File: src/rtl/retire_trace_buf.sv
// Retire-event capture: statistics counters plus a trace-record FIFO drained over valid/ready.
// Optional macro RETIRE_TRACE_CACHE_STATS_EN enables the four cache request/hit counters.
module retire_trace_buf #(
  parameter int DEPTH = 8,
  parameter int CNT_W = 32
) (
  input  logic             clk,
  input  logic             rst,
  input  logic             clr_i,
  input  logic             reg_wr_i,
  input  logic [2:0]       wr_reg_i,
  input  logic [15:0]      wr_data_i,
  input  logic             mem_rd_i,
  input  logic             mem_wr_i,
  input  logic [15:0]      mem_addr_i,
  input  logic [15:0]      mem_data_i,
  input  logic             halt_i,
  input  logic             ic_req_i,
  input  logic             ic_hit_i,
  input  logic             dc_req_i,
  input  logic             dc_hit_i,
  input  logic             rd_ready_i,
  output logic             rd_valid_o,
  output logic [54:0]      rd_rec_o,
  output logic [CNT_W-1:0] cyc_cnt_o,
  output logic [CNT_W-1:0] inst_cnt_o,
  output logic [CNT_W-1:0] ic_req_cnt_o,
  output logic [CNT_W-1:0] ic_hit_cnt_o,
  output logic [CNT_W-1:0] dc_req_cnt_o,
  output logic [CNT_W-1:0] dc_hit_cnt_o,
  output logic             halted_o,
  output logic             overflow_o
);

  localparam int AW = $clog2(DEPTH);
  localparam int PW = AW + 1;

  typedef struct packed {
    logic        halt;
    logic        st;
    logic        ld;
    logic        rw;
    logic [2:0]  rg;
    logic [15:0] wr_data;
    logic [15:0] addr;
    logic [15:0] mem_data;
  } rec_t;

  function automatic logic [CNT_W-1:0] sat_inc(input logic [CNT_W-1:0] v);
    return (v == '1) ? v : v + {{(CNT_W-1){1'b0}}, 1'b1};
  endfunction

  rec_t            mem_q [DEPTH];
  logic [PW-1:0]   wr_ptr_q, wr_ptr_d, rd_ptr_q, rd_ptr_d;
  logic [CNT_W-1:0] cyc_q, cyc_d, inst_q, inst_d;
  logic            halted_q, halted_d, overflow_q, overflow_d;

  logic full, empty, pop, push_req, push, active, retire;
  rec_t new_rec;

  assign full     = (wr_ptr_q[AW-1:0] == rd_ptr_q[AW-1:0]) && (wr_ptr_q[AW] != rd_ptr_q[AW]);
  assign empty    = (wr_ptr_q == rd_ptr_q);
  assign active   = ~halted_q;
  assign retire   = halt_i | reg_wr_i | mem_wr_i;
  assign pop      = ~empty & rd_ready_i;
  assign push_req = active & (reg_wr_i | mem_rd_i | mem_wr_i | halt_i);
  // A full FIFO still accepts a push when the head leaves in the same cycle.
  assign push     = push_req & (~full | pop);

  always_comb begin
    new_rec          = '0;
    new_rec.halt     = halt_i;
    new_rec.st       = mem_wr_i;
    new_rec.ld       = mem_rd_i;
    new_rec.rw       = reg_wr_i;
    new_rec.rg       = reg_wr_i ? wr_reg_i  : 3'd0;
    new_rec.wr_data  = reg_wr_i ? wr_data_i : 16'd0;
    new_rec.addr     = (mem_rd_i | mem_wr_i) ? mem_addr_i : 16'd0;
    new_rec.mem_data = (mem_rd_i | mem_wr_i) ? mem_data_i : 16'd0;
  end

  // NOTE: every always_comb output gets a default first so no path leaves it unassigned (no latch).
  always_comb begin
    wr_ptr_d   = wr_ptr_q;
    rd_ptr_d   = rd_ptr_q;
    cyc_d      = cyc_q;
    inst_d     = inst_q;
    halted_d   = halted_q;
    overflow_d = overflow_q;
    if (clr_i) begin
      wr_ptr_d   = '0;
      rd_ptr_d   = '0;
      cyc_d      = '0;
      inst_d     = '0;
      halted_d   = 1'b0;
      overflow_d = 1'b0;
    end else begin
      if (pop)  rd_ptr_d = rd_ptr_q + {{AW{1'b0}}, 1'b1};
      if (push) wr_ptr_d = wr_ptr_q + {{AW{1'b0}}, 1'b1};
      if (push_req & full & ~pop) overflow_d = 1'b1;
      if (active) begin
        cyc_d = sat_inc(cyc_q);
        if (retire) inst_d = sat_inc(inst_q);
        if (halt_i) halted_d = 1'b1;
      end
    end
  end

  // NOTE: sequential state uses non-blocking assignments so all registers update together.
  always_ff @(posedge clk or negedge rst) begin
    if (!rst) begin
      wr_ptr_q   <= '0;
      rd_ptr_q   <= '0;
      cyc_q      <= '0;
      inst_q     <= '0;
      halted_q   <= 1'b0;
      overflow_q <= 1'b0;
    end else begin
      wr_ptr_q   <= wr_ptr_d;
      rd_ptr_q   <= rd_ptr_d;
      cyc_q      <= cyc_d;
      inst_q     <= inst_d;
      halted_q   <= halted_d;
      overflow_q <= overflow_d;
    end
  end

  // NOTE: record storage has no reset; the pointers define which entries are meaningful.
  always_ff @(posedge clk) begin
    if (push & ~clr_i) mem_q[wr_ptr_q[AW-1:0]] <= new_rec;
  end

  assign rd_valid_o = ~empty;
  assign rd_rec_o   = empty ? '0 : mem_q[rd_ptr_q[AW-1:0]];
  assign cyc_cnt_o  = cyc_q;
  assign inst_cnt_o = inst_q;
  assign halted_o   = halted_q;
  assign overflow_o = overflow_q;

`ifdef RETIRE_TRACE_CACHE_STATS_EN
  logic [CNT_W-1:0] ic_req_q, ic_req_d, ic_hit_q, ic_hit_d;
  logic [CNT_W-1:0] dc_req_q, dc_req_d, dc_hit_q, dc_hit_d;

  always_comb begin
    ic_req_d = ic_req_q;
    ic_hit_d = ic_hit_q;
    dc_req_d = dc_req_q;
    dc_hit_d = dc_hit_q;
    if (clr_i) begin
      ic_req_d = '0;
      ic_hit_d = '0;
      dc_req_d = '0;
      dc_hit_d = '0;
    end else if (active) begin
      if (ic_req_i) ic_req_d = sat_inc(ic_req_q);
      if (ic_hit_i) ic_hit_d = sat_inc(ic_hit_q);
      if (dc_req_i) dc_req_d = sat_inc(dc_req_q);
      if (dc_hit_i) dc_hit_d = sat_inc(dc_hit_q);
    end
  end

  always_ff @(posedge clk or negedge rst) begin
    if (!rst) begin
      ic_req_q <= '0;
      ic_hit_q <= '0;
      dc_req_q <= '0;
      dc_hit_q <= '0;
    end else begin
      ic_req_q <= ic_req_d;
      ic_hit_q <= ic_hit_d;
      dc_req_q <= dc_req_d;
      dc_hit_q <= dc_hit_d;
    end
  end

  assign ic_req_cnt_o = ic_req_q;
  assign ic_hit_cnt_o = ic_hit_q;
  assign dc_req_cnt_o = dc_req_q;
  assign dc_hit_cnt_o = dc_hit_q;
`else
  logic unused_cache_strobes;
  assign unused_cache_strobes = ^{ic_req_i, ic_hit_i, dc_req_i, dc_hit_i};

  assign ic_req_cnt_o = '0;
  assign ic_hit_cnt_o = '0;
  assign dc_req_cnt_o = '0;
  assign dc_hit_cnt_o = '0;
`endif

endmodule

File: config.mk
export PLATFORM = sky130hd
export DESIGN_NAME = retire_trace_buf
export DESIGN_NICKNAME = d
export VERILOG_FILES = /design/src/rtl/retire_trace_buf.sv
export SDC_FILE = /design/constraint.sdc
export NUM_CORES = 1
export LEC_CHECK = 0
export BUFFER_PORTS_ARGS = -buffer_cell sky130_fd_sc_hd__buf_2
export CAP_MARGIN = 20
export CORE_MARGIN = 2
export CORE_UTILIZATION = 35
export DETAILED_ROUTE_END_ITERATION = 8
export HOLD_SLACK_MARGIN = 0.08
export PLACE_DENSITY = 0.53
export SYNTH_ARGS = -nofsm -noshare
export SYNTH_HDL_FRONTEND = slang
export SYNTH_SLANG_ARGS = --single-unit
File: constraint.sdc
create_clock -name clk -period 18.2 [get_ports clk]
set_input_delay 0.91 -clock clk [delete_from_list [all_inputs] [get_ports clk]]
set_output_delay 0.91 -clock clk [all_outputs]
set_load 0.05 [all_outputs]
Word level (Yosys, flattened, before mapping). Memories as Yosys holds them, arrays and structs flattened. Index checks and enable logic that the tools add are counted.

Register bits after elaboration: 74. Bits in latches: 0. RAM bits: 440. ROM bits: 0. Bits of input ports: 63. Output and inout port bits: 250. Logic and storage cells: 67. Memories: 1.

Memory list: mem_q (words 8, width 55, rd ports 1, clocked after memory_dff 0, write ports 1, line 53) `rec_t mem_q [DEPTH];`.

Add/subtract/negate cells: 4. Multipliers: 0. Divide/modulo/power cells: 0. $lt $le $gt $ge: 0. Equal/unequal tests: 8. Shift operators: 0. Multiplexer cells: 23. Bitwise gates (word level): 18. Reduce and logical (&&, ||, !) cells: 7.

Operators with widths (count): $mux W32 (7); $add A32 B1 Y32 const B (2); $eq A32 B32 Y1 const B (2); $mux W55 (1); $mux W16 (3); $mux W4 (4); $add A4 B1 Y4 const B (2); $reduce_bool A2 Y1 (4); $mux W1 (7); $or A1 B1 Y1 (7); $and A1 B1 Y1 (6); $ne A2 B2 Y1 const B (3); $not A1 Y1 (5); $eq A4 B4 Y1 (1); $eq A3 B3 Y1 (1); $mux W3 (1); $reduce_and A3 Y1 (1); $reduce_and A2 Y1 (1); $logic_and A1 B1 Y1 (1); $ne A1 B1 Y1 (1).

Logic depth before layout (Yosys ltp). Gate-level depths: netlist of the first run.

Depth after elaboration: 8. Mapped depth: 7. Mapped depth without buffers: 6.

Least setup slack after synthesis of the first run. OpenSTA, ideal clock, no wires.

Path type: input-to-reg. From: input port mem_wr_i. To: memory mem_q[1][0] (netlist name) (enable). Arrival time: 5606 ps. Required time: 17665 ps. Path slack: 12059 ps. Cell stages on the path: 5. Cell sequence: nor2_1 a21oi_1 o31ai_1 or3b_2 nor3_1.

Word-level cells in the longest chain between the ends: 7.

RTL lines: start, declared (line 14) `input logic mem_wr_i,`; $or A1 B1 Y1 (2 in series) (line 66) `assign push_req = active & (reg_wr_i | mem_rd_i | mem_wr_i | halt_i);`; $and A1 B1 Y1 (line 66); $and A1 B1 Y1 (line 68) `assign push = push_req & (~full | pop);`; $and A1 B1 Y1 (line 130) `if (push & ~clr_i) mem_q[wr_ptr_q[AW-1:0]] <= new_rec;`; $mux W1 (line 130); $mux W1 (implied by the code) (line 130); end, declared (line 53).

No other way between the ends.

Final worst setup path of the first run.
From: register rd_ptr_q[1]. To: output port rd_rec_o[2].

Word-level cells in the longest chain between the ends: 2. Elaborated cells between the ends (all ways): 3. Classes of those cells: eq/ne (1); mux (1); memory (1).

RTL lines: start, declared (line 54) `logic [PW-1:0] wr_ptr_q, wr_ptr_d, rd_ptr_q, rd_ptr_d;`; start signal, assigned (line 120) `rd_ptr_q <= rd_ptr_d;`; $mem_v2 Z8 W55 or $eq A4 B4 Y1 (tied branches); $mux W55 (*) (line 134) `assign rd_rec_o = empty ? '0 : mem_q[rd_ptr_q[AW-1:0]];`; end, declared (line 24) `output logic [54:0] rd_rec_o,`.

Mark *: on every way between the ends. The rest lies on a longest branch, timed or not.

==> results of run 1 <==
per-layer routing:
layer	vias up	part of all wire (%)	GRT usage [%]	wire, µm
met2	285	50	25.5	24700
met1	6088	44	20.9	22000
met4	4	1.4	3.44	722
met5	-	0.048	0	24
li1	5257	-	-	-
met3	54	4.9	3.07	2420
metrics by stage:
stage,hold slack (ns),instances,total power (W)
floorplan,0.530,1455,0.00195
global placement,0.494,2298,0.00210
detailed placement,0.509,2298,0.00211
CTS,0.526,2404,0.00329
global route,0.360,2405,0.00337
finish,0.333,2406,0.00324
sequential cells by signal, summed over array words and instances, names as in the netlist:
register	cells
halted_o	1
rd_ptr_q	4
overflow_o	1
inst_cnt_o	32
cyc_cnt_o	32
wr_ptr_q	4
mem_q	440
cell usage after synthesis, types with 10 or more instances:
| library cell | instances |
|---|---|
| clkbuf_1 | 49 |
| and4_1 | 13 |
| nand2_1 | 28 |
| xnor2_1 | 23 |
| and2_1 | 22 |
| nor3_1 | 10 |
| buf_2 | 14 |
| xor2_1 | 25 |
| and3_1 | 11 |
| edfxtp_1 | 440 |
| nor2b_1 | 39 |
| o21ai_0 | 10 |
| nand3_1 | 26 |
| buf_4 | 128 |
| mux2i_1 | 58 |
| dfrtp_1 | 74 |
| or4_1 | 11 |
| a21oi_1 | 42 |
| nand4_1 | 16 |
| mux4_2 | 110 |
| nor2_1 | 102 |
worst max-delay path, cell delays in order (launching register included):
cell     delay (ns)
dfrtp_4        0.92
xnor2_1        0.21
and4_2         0.78
buf_4          0.57
nor2_1         0.23
buf_2          0.27
power by group:
part | switching, W | total, W | internal [W] | leakage, nW
clock | 0.000467 | 0.00117 | 0.000703 | 0.929
combinational | 0.000516 | 0.000732 | 0.000216 | 2.89
sequential | 0.0000184 | 0.00133 | 0.00132 | 5.04
total | 0.00100 | 0.00324 | 0.00223 | 8.86
cell usage in the layout, fill, tap and decap left out, types with 5 or more instances in the layout:
cell          n
a21oi_1      42
and2_1       22
and3_1       11
and4_1       12
buf_2       180
buf_4        18
bufinv_16     9
clkbuf_1      7
clkbuf_16    57
clkinv_1     14
clkinv_2     10
clkinvlp_4    5
conb_1      128
dfrtp_1      71
edfxtp_1    440
inv_1         9
mux2i_1      58
mux4_2      110
nand2_1      28
nand3_1      26
nand4_1      16
nor2_1       95
nor2_4        7
nor2b_1      39
nor3_1        8
nor4_1        7
o21ai_0      10
o31ai_1       9
or3_1         5
or4_1        11
xnor2_1      23
xor2_1       25
cell type report:
cell class	instances	area [µm²]	share of cell area [%]
antenna	1	2.50	0.00984
clock buffer	64	1450	5.71
clock inverter	42	477	1.88
inverter	9	33.8	0.133
multi-input combinational	739	6250	24.6
sequential	514	15100	59.3
tap	837	1050	4.12
timing repair buffer	200	1080	4.26
logic make-up (layout without fill, tap and decap cells):
| logic type | Yosys count | count (layout) | share of synthesized area [%] |
|---|---|---|---|
| compound gates | 83 | 83 | 2.29 |
| xor+xnor | 48 | 48 | 1.91 |
| fa+ha+maj | 4 | 4 | 0.227 |
| buf+inv | 202 | 315 | 5.70 |
| flops | 514 | 514 | 68.4 |
| mux | 172 | 172 | 14.1 |
| other cells | 1 | 129 | 0.0170 |
| simple gates | 304 | 304 | 7.37 |
how the worst max path moves through the flow:
stage / end / slack [ns]
3_5_place_dp: mem_q[3][44] / 13.70
4_1_cts: rd_rec_o[2] / 13.49
5_1_grt: rd_rec_o[2] / 13.40
2_1_floorplan: mem_q[1][0] / 12.06
6_report: rd_rec_o[2] / 13.68
3_3_place_gp: mem_q[3][44] / 13.77
==> run summary, run 1 <==
leakage - 8.86 nW
Final Max Tran Viols - 0
r2r startpoint - rd_ptr_q[1]
top cells by area, synth - edfxtp_1, mux4_2, dfrtp_1, buf_4, mux2i_1
first-pass GRT wire length - 74900 µm
# DRC - 0
Pwr Density - 127 nW/µm²
CP Launch Type - flop
vias in the first global route - 12000
CTS clock-pin slew for the worst setup and hold paths - 0.06 ns
crit path kind - flop to output pin
antenna-violating nets left - 0
CTS tree - built
RSZ-0062 raised after global routing - no
highest clock rate - 221 MHz
Fillers - 5688
H-tree depth - 2
Die Ht - 255 µm
Setup TNS - 0 ns
Clock Skew - 0.0307 ns
Tightest Pin Transition - 1.05 ns
largest net degree at the start of global routing - 114
CTS resizes - 0
Placement Cell Area - 23500 µm²
Top FF cell, synth - edfxtp_1
Root Driver - clkbuf_16
Max-slew headroom - 28.6%
outcome - finished clean
Core ar. - 61900 µm²
Initial DRC Count - 721
routability cong. - 0.789
TritonCTS Buffers - 56
Final Hold Viols - 0
WL/cell - 20.7 µm
final setup violation count - 0
Port Buffers - 180
setup bufs post-CTS - 0
site row count - 91
worst-path maximum fanout - 49
Post-Route WL - 49800 µm
register area share after synthesis - 68.4%
EDFF count, synth - 440
Die X - 255 µm
fin crit share - 24.9%
syn_area_per_cell - 16.6 µm²
peak supply drop - 0.0000843 V
die footprint - 65000 µm²
CP Launch Point - rd_ptr_q[1]
deepest clock path buffer count - 3
post-synthesis cell count - 1328
r2r endpoint - mem_q[3][43]
post-route cell area - 25400 µm²
vias per std cell - 4.86
Final WS setup - 13.68 ns
FF-to-FF path depth - 6
initial core utilization - 35.6%
worst hold path class - input pin to asynchronous set/reset pin
Final nets - 1587
# clock sinks - 514
Synth cell types - 51
Critical Path AT - 3.61 ns
Critical Path RT - 17.29 ns
layout cells sized above 1 - 26.6%
max_cap viols - 0
number of buffers inserted by hold repair at cts - 0
drt first pass iters - 5
yosys warns - 0
Seq cells post-synth - 514
ys async rst share - 14.4%
Crit. End Element - output pin
P&R area growth vs syn - 15.4%
Post-DP HPWL - 26800 µm
fin util - 41.0%
Reg2Reg Setup Slack - 14.45 ns
routed vias - 11700
crit path time final - 4.52 ns
dpl ws - 13.70 ns
antenna violations before repair - 2
GRT overflow - 0
Clock Latency Late Sink - 0.60 ns
Synth top area share - 60.0%
Netlist Area Pre-Place - 22000 µm²
Top Ports - 313
Total GRT Usage - 15.4%
Synth area leader - edfxtp_1
(Power assumes the default switching activity.)
==> inputs of run 2 (changes only) <==
--- a/config.mk
+++ b/config.mk
@@ -11,7 +11,7 @@
 export CORE_UTILIZATION = 35
 export DETAILED_ROUTE_END_ITERATION = 8
 export HOLD_SLACK_MARGIN = 0.08
-export PLACE_DENSITY = 0.53
+export PLACE_DENSITY = 0.55
 export SYNTH_ARGS = -nofsm -noshare
 export SYNTH_HDL_FRONTEND = slang
 export SYNTH_SLANG_ARGS = --single-unit
==> constraint.sdc (replaced) <==
create_clock -name clk -period 3.95 [get_ports clk]
set_input_delay 0.1975 -clock clk [delete_from_list [all_inputs] [get_ports clk]]
set_output_delay 0.1975 -clock clk [all_outputs]
set_load 0.05 [all_outputs]
==> run 2 against run 1 <==
  * Sequential power grew to 4.6 times the previous value
  * Global-route usage is 0.43 points lower
  * Register-to-register slack got worse by 13 ns
  * Power rose to 4.5 times the previous value
  * Clock power rose to 4.2 times the previous value
  * Combinational power grew to 4.7 times the previous value
  * Critical path depth stayed put
  * Cell count rose by 2.1%
  * Worst setup slack got worse by 13 ns
  * Critical path type unchanged
  * First-iteration DRC count up 1.9%
  * Via count rose by 0.90%
==> run summary, run 2 (synthesis results as in run 1) <==
leakage - 9.03 nW
peak supply drop - 0.000462 V
Clock Skew - 0.00893 ns
worst-path maximum fanout - 113
Crit. End Element - output pin
Tightest Pin Transition - 0.986 ns
# DRC - 0
max_cap viols - 0
routed vias - 11800
Hold Worst Slack - 0.107 ns
CTS resizes - 0
layout cells sized above 1 - 26.2%
Fillers - 5614
Post-DP HPWL - 27400 µm
Largest register FFs - 440
Final nets - 1642
worst hold path class - input pin to flop
final setup violation count - 0
crit path time final - 3.27 ns
site row count - 91
deepest clock path buffer count - 3
GRT overflow - 0
CTS clock-pin slew for the worst setup and hold paths - 0.06 ns
fin crit share - 82.7%
crit path kind - flop to output pin
outcome - finished clean
Final WS setup - 0.684 ns
Port Buffers - 180
Setup TNS - 0 ns
Clock Latency Late Sink - 0.60 ns
die footprint - 65000 µm²
largest net degree at the start of global routing - 114
initial core utilization - 35.6%
CP Launch Type - flop
Critical Path RT - 3.75 ns
commonest non-fill, non-tap cell in the layout - edfxtp_1
Root Driver - clkbuf_16
Max-slew headroom - 33.2%
Top Ports - 313
routability cong. - 0.787
# clock sinks - 514
RSZ-0062 raised after global routing - no
Die X - 255 µm
Pwr Density - 561 nW/µm²
Core ar. - 61900 µm²
most frequent cells in the layout - edfxtp_1, buf_2, conb_1
drt first pass iters - 4
Post-Route WL - 48800 µm
Total GRT Usage - 14.9%
CTS tree - built
dpl ws - 1.13 ns
P&R area growth vs syn - 17.3%
vias per std cell - 4.80
H-tree depth - 2
setup bufs post-CTS - 0
TritonCTS Buffers - 55
highest clock rate - 306 MHz
WL/cell - 19.9 µm
Die Ht - 255 µm
vias in the first global route - 12100
antenna-violating nets left - 0
Final Hold Viols - 0
Final Max Tran Viols - 0
first-pass GRT wire length - 73100 µm
Critical Path AT - 3.07 ns
antenna violations before repair - 6
Initial DRC Count - 735
==> run 2: cell types whose count changed in the layout (fill, tap and decap cells not counted), moves of 2 or more <==
cell	change
nor3_2	-2
clkinv_1	-7
clkbuf_16	-2
buf_12	+5
buf_4	+7
nor3_4	+2
bufinv_16	-6
clkbuf_1	+5
dlygate4sd3_1	+45
clkbuf_8	+5
==> run 2: final timing paths <==
check                               from            to  slack, ns  depth (start not counted)
max                          rd_ptr_q[0]   rd_rec_o[4]       0.68                          5
min                        mem_data_i[0]   mem_q[3][0]       0.11                          2
max reg2reg                  wr_ptr_q[2]  mem_q[0][19]       1.12                          6
min reg2reg                   overflow_o    overflow_o       0.54                          2
max in group asynchronous            rst   rd_ptr_q[0]       2.84                          4
min in group asynchronous            rst  cyc_cnt_o[9]       0.50                          3
==> run 2: timing repair <==
item,4_1_cts,5_1_grt
endpoints found under the setup margin,0,0
hold buffers,44,1
hold endpoints to repair,412,8
==> run 2: critical path: stages (launching register included) <==
cell	delay (ns)
dfrtp_4	0.43
buf_12	0.74
mux4_2	0.60
mux2i_1	0.36
nor2_1	0.07
buf_2	0.22
==> run 2: cell type report <==
class | instances | area [µm²] | share of cell area, %
antenna | 2 | 5.00 | 0.0194
clock buffer | 72 | 1490 | 5.77
clock inverter | 27 | 236 | 0.915
inverter | 9 | 33.8 | 0.131
multi-input combinational | 739 | 6260 | 24.2
sequential | 514 | 15100 | 58.4
tap | 837 | 1050 | 4.05
timing repair buffer | 256 | 1680 | 6.51
==> run 2: through the flow <==
stage / power (W) / utilization (%) / instances / cell area (µm²)
after floorplan: 0.00896 / - / 1455 / 22500
after global placement: 0.00969 / 38.1 / 2309 / 23600
after detailed placement: 0.00971 / 38.1 / 2309 / 23600
after CTS: 0.0147 / 41.6 / 2452 / 25800
after global routing: 0.0151 / 41.7 / 2456 / 25800
final: 0.0145 / 41.7 / 2456 / 25800
==> run 2: routing by layer <==
| metal | vias up | share of wire [%] | track usage (%) |
|---|---|---|---|
| li1 | 5361 | - | - |
| met1 | 6065 | 42 | 18.9 |
| met2 | 286 | 51 | 25.9 |
| met3 | 73 | 5.2 | 3.52 |
| met4 | 8 | 1.9 | 3.54 |
| met5 | - | 0.086 | 0 |
==> run 2: report_power, final <==
part	switching [W]	internal (W)
registers	0.0000462	0.00606
logic	0.00241	0.00104
clock network	0.00209	0.00285
==> inputs of run 3 (changes only) <==
--- a/config.mk
+++ b/config.mk
@@ -11,7 +11,7 @@
 export CORE_UTILIZATION = 35
 export DETAILED_ROUTE_END_ITERATION = 8
 export HOLD_SLACK_MARGIN = 0.08
-export PLACE_DENSITY = 0.55
+export PLACE_DENSITY = 0.53
 export SYNTH_ARGS = -nofsm -noshare
 export SYNTH_HDL_FRONTEND = slang
 export SYNTH_SLANG_ARGS = --single-unit
==> constraint.sdc (replaced) <==
create_clock -name clk -period 3.26 [get_ports clk]
set_input_delay 0.163 -clock clk [delete_from_list [all_inputs] [get_ports clk]]
set_output_delay 0.163 -clock clk [all_outputs]
set_load 0.05 [all_outputs]
==> run 3 against run 2 <==
  * Cell count rose by 0.57%
  * Design area rose by 1.5%
  * Non-clock buffer count rose by 16
  * Flip-flop and latch count did not move
  * Worst setup slack got worse by 0.37 ns
  * First-iteration DRC count rose by 10%
  * Global-route usage rose by 0.28 points
  * Sequential power rose by 21%
  * Worst hold slack improved by 0.027 ns
  * Count of clock-buffer cells in the layout fell by 8
  * Largest cell class unchanged
  * Highest routed layer is now met4
==> run summary, run 3 (synthesis results as in run 1) <==
CP Launch Point - rd_ptr_q[2]
r2r endpoint - mem_q[7][54]
TritonCTS Buffers - 55
most frequent cells in the layout - edfxtp_1, buf_2, conb_1
CTS tree - built
outcome - finished clean
Final nets - 1658
Largest register FFs - 440
RSZ-0062 raised after global routing - no
GRT overflow - 0
Clock Skew - 0.0280 ns
site row count - 91
# DRC - 0
Core ar. - 61900 µm²
vias per std cell - 4.82
setup bufs post-CTS - 0
Setup TNS - 0 ns
Tightest Pin Transition - 0.965 ns
HP Start - clr_i
routability cong. - 0.782
Crit. End Element - output pin
Placement Cell Area - 23700 µm²
Hold Path Stages - 3
Post-DP HPWL - 27400 µm
routed vias - 11900
largest net degree at the start of global routing - 114
WL/cell - 20.2 µm
worst hold path class - input pin to flop
combinational share of power - 23.9%
Flop pwr share - 40.9%
Hold Path Sink - mem_q[0][54]
Final WS setup - 0.315 ns
Final Hold Viols - 0
Hold Worst Slack - 0.134 ns
first-pass GRT wire length - 74600 µm
CTS clock-pin slew for the worst setup and hold paths - 0.06 ns
vias in the first global route - 12000
max_cap viols - 0
layout cells sized above 1 - 26.5%
drt first pass iters - 5
Clock Power Share - 35.2%
antenna-violating nets left - 0
Reg2Reg Setup Slack - 0.36 ns
peak supply drop - 0.000485 V
crit path kind - flop to output pin
highest clock rate - 340 MHz
Pwr Density - 689 nW/µm²
Top Ports - 313
dpl ws - 0.306 ns
Sw Pwr - 0.00563 W
commonest non-fill, non-tap cell in the layout - edfxtp_1
Critical Path RT - 3.10 ns
Total GRT Usage - 15.2%
post-route cell area - 26200 µm²
worst-path maximum fanout - 38
Pint - 0.0124 W
FF-to-FF path depth - 6
antenna violations before repair - 0
crit path time final - 2.95 ns
Clock Latency Late Sink - 0.61 ns
final setup violation count - 0
Root Driver - clkbuf_16
Sw Ratio - 31.2%
Critical Path AT - 2.78 ns
Die X - 255 µm
Die Ht - 255 µm
Post-Route WL - 50000 µm
# clock sinks - 514
CP Launch Type - flop
fin crit share - 90.3%
Port Buffers - 180
leakage - 9.18 nW
H-tree depth - 2
Initial DRC Count - 811
initial core utilization - 35.6%
Final Max Tran Viols - 0
r2r startpoint - rd_ptr_q[0]
Max-slew headroom - 35.5%
P&R area growth vs syn - 19.0%
deepest clock path buffer count - 3
die footprint - 65000 µm²
## run 3: worst max-delay path: stages (launching register included)
cell and delay (ns):
dfrtp_4 0.41, buf_4 0.40, buf_6 0.57, mux2i_1 0.16
nor2_1 0.30, buf_2 0.34
## run 3: routing by layer
metal / part of all wire, % / up-vias / global-route usage, % / wire [µm]
met4: 1.7 / 0 / 3.66 / 851
met2: 48 / 292 / 25.2 / 24200
met1: 45 / 6154 / 21.0 / 22500
met3: 4.7 / 62 / 2.50 / 2360
met5: 0 / - / 0 / 0
li1: - / 5401 / - / -
## run 3: repair_timing
item                                   in CTS  in global routing
setup endpoints to repair                   0                 29
gates resized for setup                     0                  2
hold buffers                               56                  1
endpoints found under the hold margin     511                 17
## run 3: worst max-delay path by stage
stage,slack (ns),to
after global placement,0.29,mem_q[7][47]
final,0.31,rd_rec_o[3]
after global routing,0.20,mem_q[3][20]
after floorplan,-0.06,mem_q[3][0]
after CTS,0.03,rd_rec_o[3]
after detailed placement,0.31,mem_q[7][54]
## run 3: power by group through the flow
stage / clock [W] / combinational, W / sequential, W
2_1_floorplan: 0 / 0.00333 / 0.00754
3_3_place_gp: 0 / 0.00430 / 0.00752
3_5_place_dp: 0 / 0.00431 / 0.00753
4_1_cts: 0.00653 / 0.00437 / 0.00739
5_1_grt: 0.00676 / 0.00459 / 0.00741
6_report: 0.00635 / 0.00432 / 0.00740
## run 3: metrics by stage
stage / utilization, % / cells / power, W
3_5_place_dp: 38.3 / 2312 / 0.0118
6_report: 42.3 / 2470 / 0.0181
2_1_floorplan: - / 1455 / 0.0109
4_1_cts: 42.2 / 2466 / 0.0183
3_3_place_gp: 38.3 / 2311 / 0.0118
5_1_grt: 42.3 / 2469 / 0.0188
## run 3: final cells by class
class                   count  area (µm²)
repair buffers            272        1920
diodes                      1        2.50
fillers                  5670       35700
multi-input cells         739        6290
flip-flops and latches    514       15100
clock inverters            34         413
clock buffers              64        1430
inverters                   9        33.8
well taps                 837        1050
